`config.mk`:
```
export PLATFORM = sky130hd
export DESIGN_NAME = count_seg_display
export DESIGN_NICKNAME = d
export VERILOG_FILES = /design/src/rtl/count_seg_display.sv
export SDC_FILE = /design/constraint.sdc
export NUM_CORES = 1
export LEC_CHECK = 0
export ABC_CLOCK_PERIOD_IN_PS = 3800
export BUFFER_PORTS_ARGS = -buffer_cell sky130_fd_sc_hd__buf_2
export CAP_MARGIN = 5
export CORE_ASPECT_RATIO = 1.25
export CORE_MARGIN = 4
export CORE_UTILIZATION = 65
export DETAILED_ROUTE_END_ITERATION = 12
export GPL_TIMING_DRIVEN = 0
export PLACE_DENSITY = 0.95
export SLEW_MARGIN = 0
export SYNTH_ARGS = -nofsm -noshare
export SYNTH_HDL_FRONTEND = slang
export SYNTH_SLANG_ARGS = --single-unit
```
`constraint.sdc`:
```
create_clock -name clk -period 3.8 [get_ports clk]
set_input_delay 0.76 -clock clk [delete_from_list [all_inputs] [get_ports clk]]
set_output_delay 0.76 -clock clk [all_outputs]
set_load 0.005 [all_outputs]
```
`src/rtl/count_seg_display.sv`:
```
// count_seg_display
//   Consumes the 8-bit counter value and its skip_to_five flag. Converts the
//   count to three BCD digits with a sequential double-dabble engine, drives a
//   3-digit common-anode seven-segment display (time-multiplexed, leading-zero
//   blanking) and stretches the skip flag into a visible LED pulse.
//
// Ports
//   clk        system clock, rising edge
//   rstn       synchronous active-low reset
//   count_in   binary count from the counter stage
//   skip_in    skip_to_five flag from the counter stage
//   bcd_hund   hundreds digit (0..2)
//   bcd_tens   tens digit
//   bcd_ones   units digit
//   conv_busy  high while a conversion is running
//   seg_n      segments {g,f,e,d,c,b,a}, active-low
//   an_n       digit enables {hund,tens,ones}, active-low, one-cold
//   skip_led   stretched skip indicator, active-high
//
// Conversion FSM
//   state | meaning
//   IDLE  | compare count_in with last converted value, capture on change
//   SHIFT | 8 add-3/shift steps of double dabble
//   DONE  | publish scratch digits to bcd_*
module count_seg_display #(
  parameter int REFRESH_DIV = 50000,
  parameter int STRETCH     = 5000000
) (
  input  logic       clk,
  input  logic       rstn,
  input  logic [7:0] count_in,
  input  logic       skip_in,
  output logic [3:0] bcd_hund,
  output logic [3:0] bcd_tens,
  output logic [3:0] bcd_ones,
  output logic       conv_busy,
  output logic [6:0] seg_n,
  output logic [2:0] an_n,
  output logic       skip_led
);

  localparam int RW = (REFRESH_DIV > 2) ? $clog2(REFRESH_DIV) : 1;
  localparam int SW = $clog2(STRETCH + 1);

  typedef enum logic [1:0] {IDLE, SHIFT, DONE} state_t;

  state_t      state, state_nx;
  logic [7:0]  last_val;
  logic [7:0]  shadow;
  logic [11:0] scratch;
  logic [3:0]  bit_cnt;
  logic [19:0] shift_vec;

  function automatic logic [11:0] dd_adjust(input logic [11:0] b);
    logic [11:0] r;
    r = b;
    for (int i = 0; i < 3; i++) begin
      if (r[i*4 +: 4] >= 4'd5) r[i*4 +: 4] = r[i*4 +: 4] + 4'd3;
    end
    return r;
  endfunction

  function automatic logic [6:0] seg_of(input logic [3:0] d);
    case (d)
      4'd0:    seg_of = 7'b1000000;
      4'd1:    seg_of = 7'b1111001;
      4'd2:    seg_of = 7'b0100100;
      4'd3:    seg_of = 7'b0110000;
      4'd4:    seg_of = 7'b0011001;
      4'd5:    seg_of = 7'b0010010;
      4'd6:    seg_of = 7'b0000010;
      4'd7:    seg_of = 7'b1111000;
      4'd8:    seg_of = 7'b0000000;
      4'd9:    seg_of = 7'b0010000;
      default: seg_of = 7'b1111111;
    endcase
  endfunction

  always_ff @(posedge clk) begin
    if (!rstn) state <= IDLE;
    else       state <= state_nx;
  end

  always_comb begin
    state_nx  = state;
    shift_vec = {dd_adjust(scratch), shadow};
    case (state)
      IDLE:    if (count_in != last_val) state_nx = SHIFT;
      // bit_cnt reaches 8 on this edge
      SHIFT:   if (bit_cnt == 4'd7) state_nx = DONE;
      DONE:    state_nx = IDLE;
      default: state_nx = IDLE;
    endcase
  end

  always_ff @(posedge clk) begin
    if (!rstn) begin
      last_val  <= '0;
      shadow    <= '0;
      scratch   <= '0;
      bit_cnt   <= '0;
      bcd_hund  <= '0;
      bcd_tens  <= '0;
      bcd_ones  <= '0;
      conv_busy <= 1'b0;
    end else begin
      case (state)
        IDLE: begin
          if (count_in != last_val) begin
            shadow    <= count_in;
            last_val  <= count_in;
            scratch   <= '0;
            bit_cnt   <= '0;
            conv_busy <= 1'b1;
          end
        end
        SHIFT: begin
          {scratch, shadow} <= {shift_vec[18:0], 1'b0};
          bit_cnt           <= bit_cnt + 4'd1;
        end
        DONE: begin
          bcd_hund  <= scratch[11:8];
          bcd_tens  <= scratch[7:4];
          bcd_ones  <= scratch[3:0];
          conv_busy <= 1'b0;
        end
        default: ;
      endcase
    end
  end

  // Display mux: digit_sel 0=ones, 1=tens, 2=hund
  logic [RW-1:0] refresh_cnt;
  logic [1:0]    digit_sel;

  always_ff @(posedge clk) begin
    if (!rstn) begin
      refresh_cnt <= '0;
      digit_sel   <= 2'd0;
      an_n        <= 3'b110;
    end else if (refresh_cnt == RW'(REFRESH_DIV - 1)) begin
      refresh_cnt <= '0;
      case (digit_sel)
        2'd0:    begin digit_sel <= 2'd1; an_n <= 3'b101; end
        2'd1:    begin digit_sel <= 2'd2; an_n <= 3'b011; end
        default: begin digit_sel <= 2'd0; an_n <= 3'b110; end
      endcase
    end else begin
      refresh_cnt <= refresh_cnt + RW'(1);
    end
  end

  always_comb begin
    seg_n = seg_of(bcd_ones);
    case (digit_sel)
      2'd1:    seg_n = (bcd_hund == 4'd0 && bcd_tens == 4'd0) ? 7'h7F : seg_of(bcd_tens);
      2'd2:    seg_n = (bcd_hund == 4'd0) ? 7'h7F : seg_of(bcd_hund);
      default: seg_n = seg_of(bcd_ones);
    endcase
  end

  // skip_led registers (next counter != 0) so it tracks the counter exactly
  logic [SW-1:0] stretch_cnt, stretch_nx;

  always_comb begin
    stretch_nx = stretch_cnt;
    if (skip_in)                 stretch_nx = SW'(STRETCH);
    else if (stretch_cnt != '0)  stretch_nx = stretch_cnt - SW'(1);
  end

  always_ff @(posedge clk) begin
    if (!rstn) begin
      stretch_cnt <= '0;
      skip_led    <= 1'b0;
    end else begin
      stretch_cnt <= stretch_nx;
      skip_led    <= (stretch_nx != '0);
    end
  end

endmodule

```
## Yosys cells after proc, flatten, opt, wreduce, memory -nomap -nowiden

Memory sizes are Yosys's and may differ from the RTL's. A register that Yosys moved wholly into a read port is not among the register bits.
Index checks and enable logic that the tools add are counted.

| word-level totals | value |
|---|---|
| memories | 3 |
| ROM bits | 336 |
| bits of input ports | 11 |
| flip-flop bits (word level) | 92 |
| logic and storage cells | 77 |

| operators by class | value |
|---|---|
| eq/ne operators | 9 |
| add/subtract/negate cells | 6 |
| order comparisons | 3 |
| reductions and logical operators | 14 |
| bitwise logic cells | 1 |
| mux-type cells | 27 |

Memory list:

| memory | depth | bits a word | rd ports | clocked after Yosys merged registers in | write ports | line | text |
|---|---|---|---|---|---|---|---|
| (no name shown) | 16 | 7 | 1 | 1 | 0 | 64 | `case (d)` |
| (no name shown) | 16 | 7 | 1 | 1 | 0 | 64 |  |
| (no name shown) | 16 | 7 | 1 | 1 | 0 | 64 |  |

Operators by type and width:

| operator | count |
|---|---|
| 23-bit 2-to-1 mux | 2 |
| 23-bit nonzero test | 2 |
| 4-bit 2-to-1 mux | 9 |
| 12-bit case mux with 2 select lines | 1 |
| 23-bit by 1-bit subtractor with 23-bit output, second input constant | 1 |
| 16-bit by 1-bit adder with 16-bit output, second input constant | 1 |
| 16-bit equality test, second input constant | 1 |
| 8-bit case mux with 2 select lines | 1 |
| 7-bit 2-to-1 mux | 2 |
| 7-bit case mux with 2 select lines | 1 |
| 4-bit by 3-bit >= comparator with 1-bit output, second input constant | 3 |
| 12-bit 2-to-1 mux | 1 |
| 4-bit by 2-bit adder with 4-bit output, second input constant | 2 |
| 4-bit zero test | 2 |
| 8-bit 2-to-1 mux | 1 |
| 8-bit inequality test | 1 |
| 2-bit case mux with 2 select lines | 2 |
| 4-bit case mux with 2 select lines | 1 |
| 2-bit AND reduction | 4 |
| 3-bit case mux with 2 select lines | 1 |
| 4-bit by 1-bit adder with 4-bit output, second input constant | 1 |
| 2-bit by 1-bit equality test with 1-bit output, second input constant | 2 |
| 2-bit equality test, second input constant | 2 |
| 4-bit by 3-bit equality test with 1-bit output, second input constant | 1 |
| other kinds (11) | 15 |

## Longest topological paths before layout

| depth | value |
|---|---|
| depth in word-level cells | 4 |
| mapped depth | 11 |

## Worst setup path before layout

OpenSTA, ideal clock, no wires.

| timing path | value |
|---|---|
| kind | input port to flip-flop |
| start | input port rstn |
| end | register with a tool-made name |
| data arrival time | 2.098 ns |
| path buffers | 2 |
| slack | 1.574 ns |
| cell stages on the path | 8 |
| library setup time | 0.128 ns |
| cell sequence | clkbuf_1 inv_1 clkbuf_1 nor2_1 inv_1 ha_1 mux2i_1 a21oi_1 |

RTL lines:

| item | line | text |
|---|---|---|
| from (decl) | 30 | `input logic rstn,` |

## Worst setup path after layout

| timing path | value |
|---|---|
| start | register bcd_hund[3] |
| end | output port seg_n[0] |

| between the ends | value |
|---|---|
| cells in the longest elaborated chain, start to end | 4 |
| elaborated cells on any way between the ends | 5 |
| classes of those cells | mux (3); reduce/logical (2) |

Ends and longest elaborated chain:

| item | line | text |
|---|---|---|
| from (decl) | 33 | `output logic [3:0] bcd_hund,` |
| from (signal assigned) | 122 | `bcd_hund <= scratch[11:8];` |
| 4-bit zero test * | 156, 157 |  |
| 1-bit logical AND | 156 | `2'd1: seg_n = (bcd_hund == 4'd0 && bcd_tens == 4'd0) ? 7'h7F : seg_of(bcd_tens);` |
| 7-bit 2-to-1 mux | 156 |  |
| 7-bit case mux with 2 select lines * | 155 | `case (digit_sel)` |
| to (decl) | 37 | `output logic [6:0] seg_n,` |

Every way passes the cells marked *; elsewhere a longest branch is shown, timed or not.

==> results by group <==
Yosys
  – Mapped Nets: 696
  – Post-synth EDFFs: 0
  – Synthesized area: 5538 µm²
  – Yosys reg bits: 113
  – Syn avg cell area: 8.455 µm²
  – Synth async-reset ratio: 0%
  – Yosys top cell by area: dfxtp_1
  – Distinct cell type count of the synthesized netlist: 55
  – Post-synthesis cell count: 655
  – Synth top area cells: dfxtp_1 (41%), ha_1 (6.8%), a21oi_1 (6.6%)
  – Top_reg_cell synth: dfxtp_1
  – Area share of the leading cell type in the synthesized netlist: 40.85%
  – Synthesis Warnings: 0
  – Post-synthesis sequential area ratio: 40.85%

Pwr
  – Clk network pwr share: 51.2%
  – Switching share of power: 23.71%
  – PD cells: 492.9 nW/µm²
  – Lkg Pwr: 2.720 nW
  – Combinational power share: 8.9%
  – Switch Pwr: 0.7509 mW
  – Int Pwr: 2.416 mW
  – Peak VDD IR: 0.4509 mV
  – Flop pwr share: 39.9%

Setup path
  – Worst Setup SP: bcd_hund[3]$_SDFFE_PN0P_
  – CP Launch Type: register
  – Worst setup EP type: primary output
  – Reg2Reg Capture Point: skip_led$_SDFF_PN0_
  – Crit path DAT: 2.64 ns
  – Worst Path Max Fanout: 8
  – Worst reg2reg path depth: 8
  – Worst EP required: 3.04 ns
  – Worst R2R Setup Slack: 1.26 ns
  – Critical R2R Launch: stretch_cnt[0]$_SDFF_PN0_
  – Setup Crit Path Kind: reg -> out

Finish
  – Layout cells sized above 1: 12.13%
  – Nets@finish: 748
  – Antenna cells: 0
  – Synth-to-layout area growth: 16.02%
  – Cell Count, Final, Fillers Out: 814

Placed design
  – GPL Wtd Cong: 0.9305
  – Setup WS pre-CTS: 0.7972 ns
  – Buffers on Ports: 33
  – Inst Count DP: 785
  – Post-DP HPWL: 9535 µm

Floorplan
  – Site row count: 37
  – I/O pins: 35
  – Die ar.: 10070 µm²
  – Die Height: 111.2 µm
  – Die X: 90.56 µm
  – Starting Density: 66.83%
  – CORE AREA: 8287 µm²

Global route
  – Total grt overflow: 0
  – Initial antenna violation count: 0
  – Maximum number of pins on one net before global-route repair: 17
  – Gr usage total: 31.22%
  – First-pass GRT wire length: 25210 µm
  – Vias in the first global route: 5292

Clocking
  – CTS tree: built
  – Skew-Pair Late Insertion Delay: 0.54 ns
  – Reg clk slew, reported paths: 0.06 ns
  – Number of buffers created by CTS: 17
  – Maximum root-to-sink buffer count: 2
  – Hold-fix buffers, CTS: 0
  – Root Driver: clkbuf_8
  – Post-cts sizing count: 0
  – # clock sinks: 113
  – Htree depth: 4
  – Post-CTS Setup Repair Bufs: 0

Route
  – Starting DRT DRC Count: 619
  – DR WL/cell: 18.66 µm
  – Post-route ant nets: 0
  – Vias: 5277
  – Routed wire length: 15190 µm
  – Vias/cell: 6.483
  – Drt pass-1 iters: 9
  – Drc violations: 0

Timing
  – Tcrit/Tclk final: 89.45%
  – Fmax: 294.2 MHz
  – Tmin final: 3.399 ns
  – Setup violations, final: 0
  – Clock skew: 0.008009 ns
  – Slew Limit Fails: 0
  – Pin slew with the least headroom to its limit: 1.054 ns
  – Max_slew headroom: 29.12%
  – Hold Violations, Final: 0
  – Worst Setup Slack, final: 0.4010 ns
  – Hold WS: 0.4709 ns
  – Setup TNS: 0 ns
  – RSZ-0062 raised after global routing: no

Job
  – Max-cap violations: 0

Outcome
  – Status: finished, final reports clean

Worst hold path
  – Hold WC Path Type: reg -> reg
  – HP Start: shadow[7]$_SDFFE_PN0P_
  – Cell depth of the worst hold path: 2
  – Hold path endpoint: scratch[0]$_SDFFE_PN0P_
[layout by cell type, fill, tap and decap left out, types with 16 or more instances in the layout]
cell / instances
inv_1: 27
nand2_1: 47
xor2_1: 21
ha_1: 30
o21ai_0: 45
mux2i_1: 16
nand3_1: 21
a21oi_1: 73
buf_2: 37
dfxtp_1: 113
clkbuf_1: 23
clkbuf_16: 16
nor2_1: 88
[how the worst max path moves through the flow]
stage,endpoint,slack [ns]
floorplan,register,1.57
CTS,seg_n[0],0.45
global route,seg_n[0],0.28
finish,seg_n[0],0.40
detailed placement,register,0.80
global placement,register,0.87
[per-layer routing]
metal,vias to the layer above,global-route usage (%),part of all wire [%]
met5,-,0,0
met2,310,54.13,51
met1,2482,33.95,37
li1,2390,-,-
met3,95,8.011,7.2
met4,0,18.49,5.3
[per-stage QoR]
stage	area, µm²	util [%]	total power, mW
floorplan	5538	-	1.479
global placement	5824	70.29	1.532
detailed placement	5824	70.29	1.547
CTS	6425	77.53	3.151
global route	6425	77.53	3.261
finish	6425	77.53	3.167
[layout make-up]
cell class | count | area [µm²]
sequential | 113 | 2262
inverter | 27 | 101.3
clock buffer | 24 | 500.5
tap | 97 | 121.4
buffer | 28 | 125.1
clock inverter | 5 | 100.1
timing repair buffer | 33 | 165.2
fill | 460 | 1862
multi-input combinational | 487 | 3049
[cell usage after synthesis, drive strengths merged, types with 8 or more instances]
master  instances
o21ai          46
nand2b          8
nand3          22
nor2           88
a22oi           9
clkbuf         22
a31oi          10
inv            27
mux2i          16
a21oi          74
xor2           21
dfxtp         113
and3           12
ha             30
nor3           14
or3            10
xnor2          15
nand2          47
[critical path, stage by stage (launching register included)]
cell and delay, ns:
dfxtp_1 0.33, nor4_1 0.90, and2_1 0.35, o21ai_0 0.12
a31oi_1 0.23, buf_2 0.17
[cell families after synthesis]
group           count (synthesis)  synth area share (%)
simple gates                  237                 21.78
flops                         113                 40.85
xor+xnor                       36                 5.694
mux                            19                 3.502
buf+inv                        55                 4.090
fa+ha+maj                      30                 6.778
compound gates                165                 17.31
[power groups by stage]
stage                     Clock, mW  Sequential (mW)  Combinational [mW]
final                          1.62             1.26               0.283
after global routing           1.69             1.27               0.308
after CTS                      1.62             1.26               0.275
after detailed placement          0             1.28               0.264
after global placement            0             1.28               0.252
after floorplan                   0             1.27               0.204
Power figures use the tool's default switching activity.
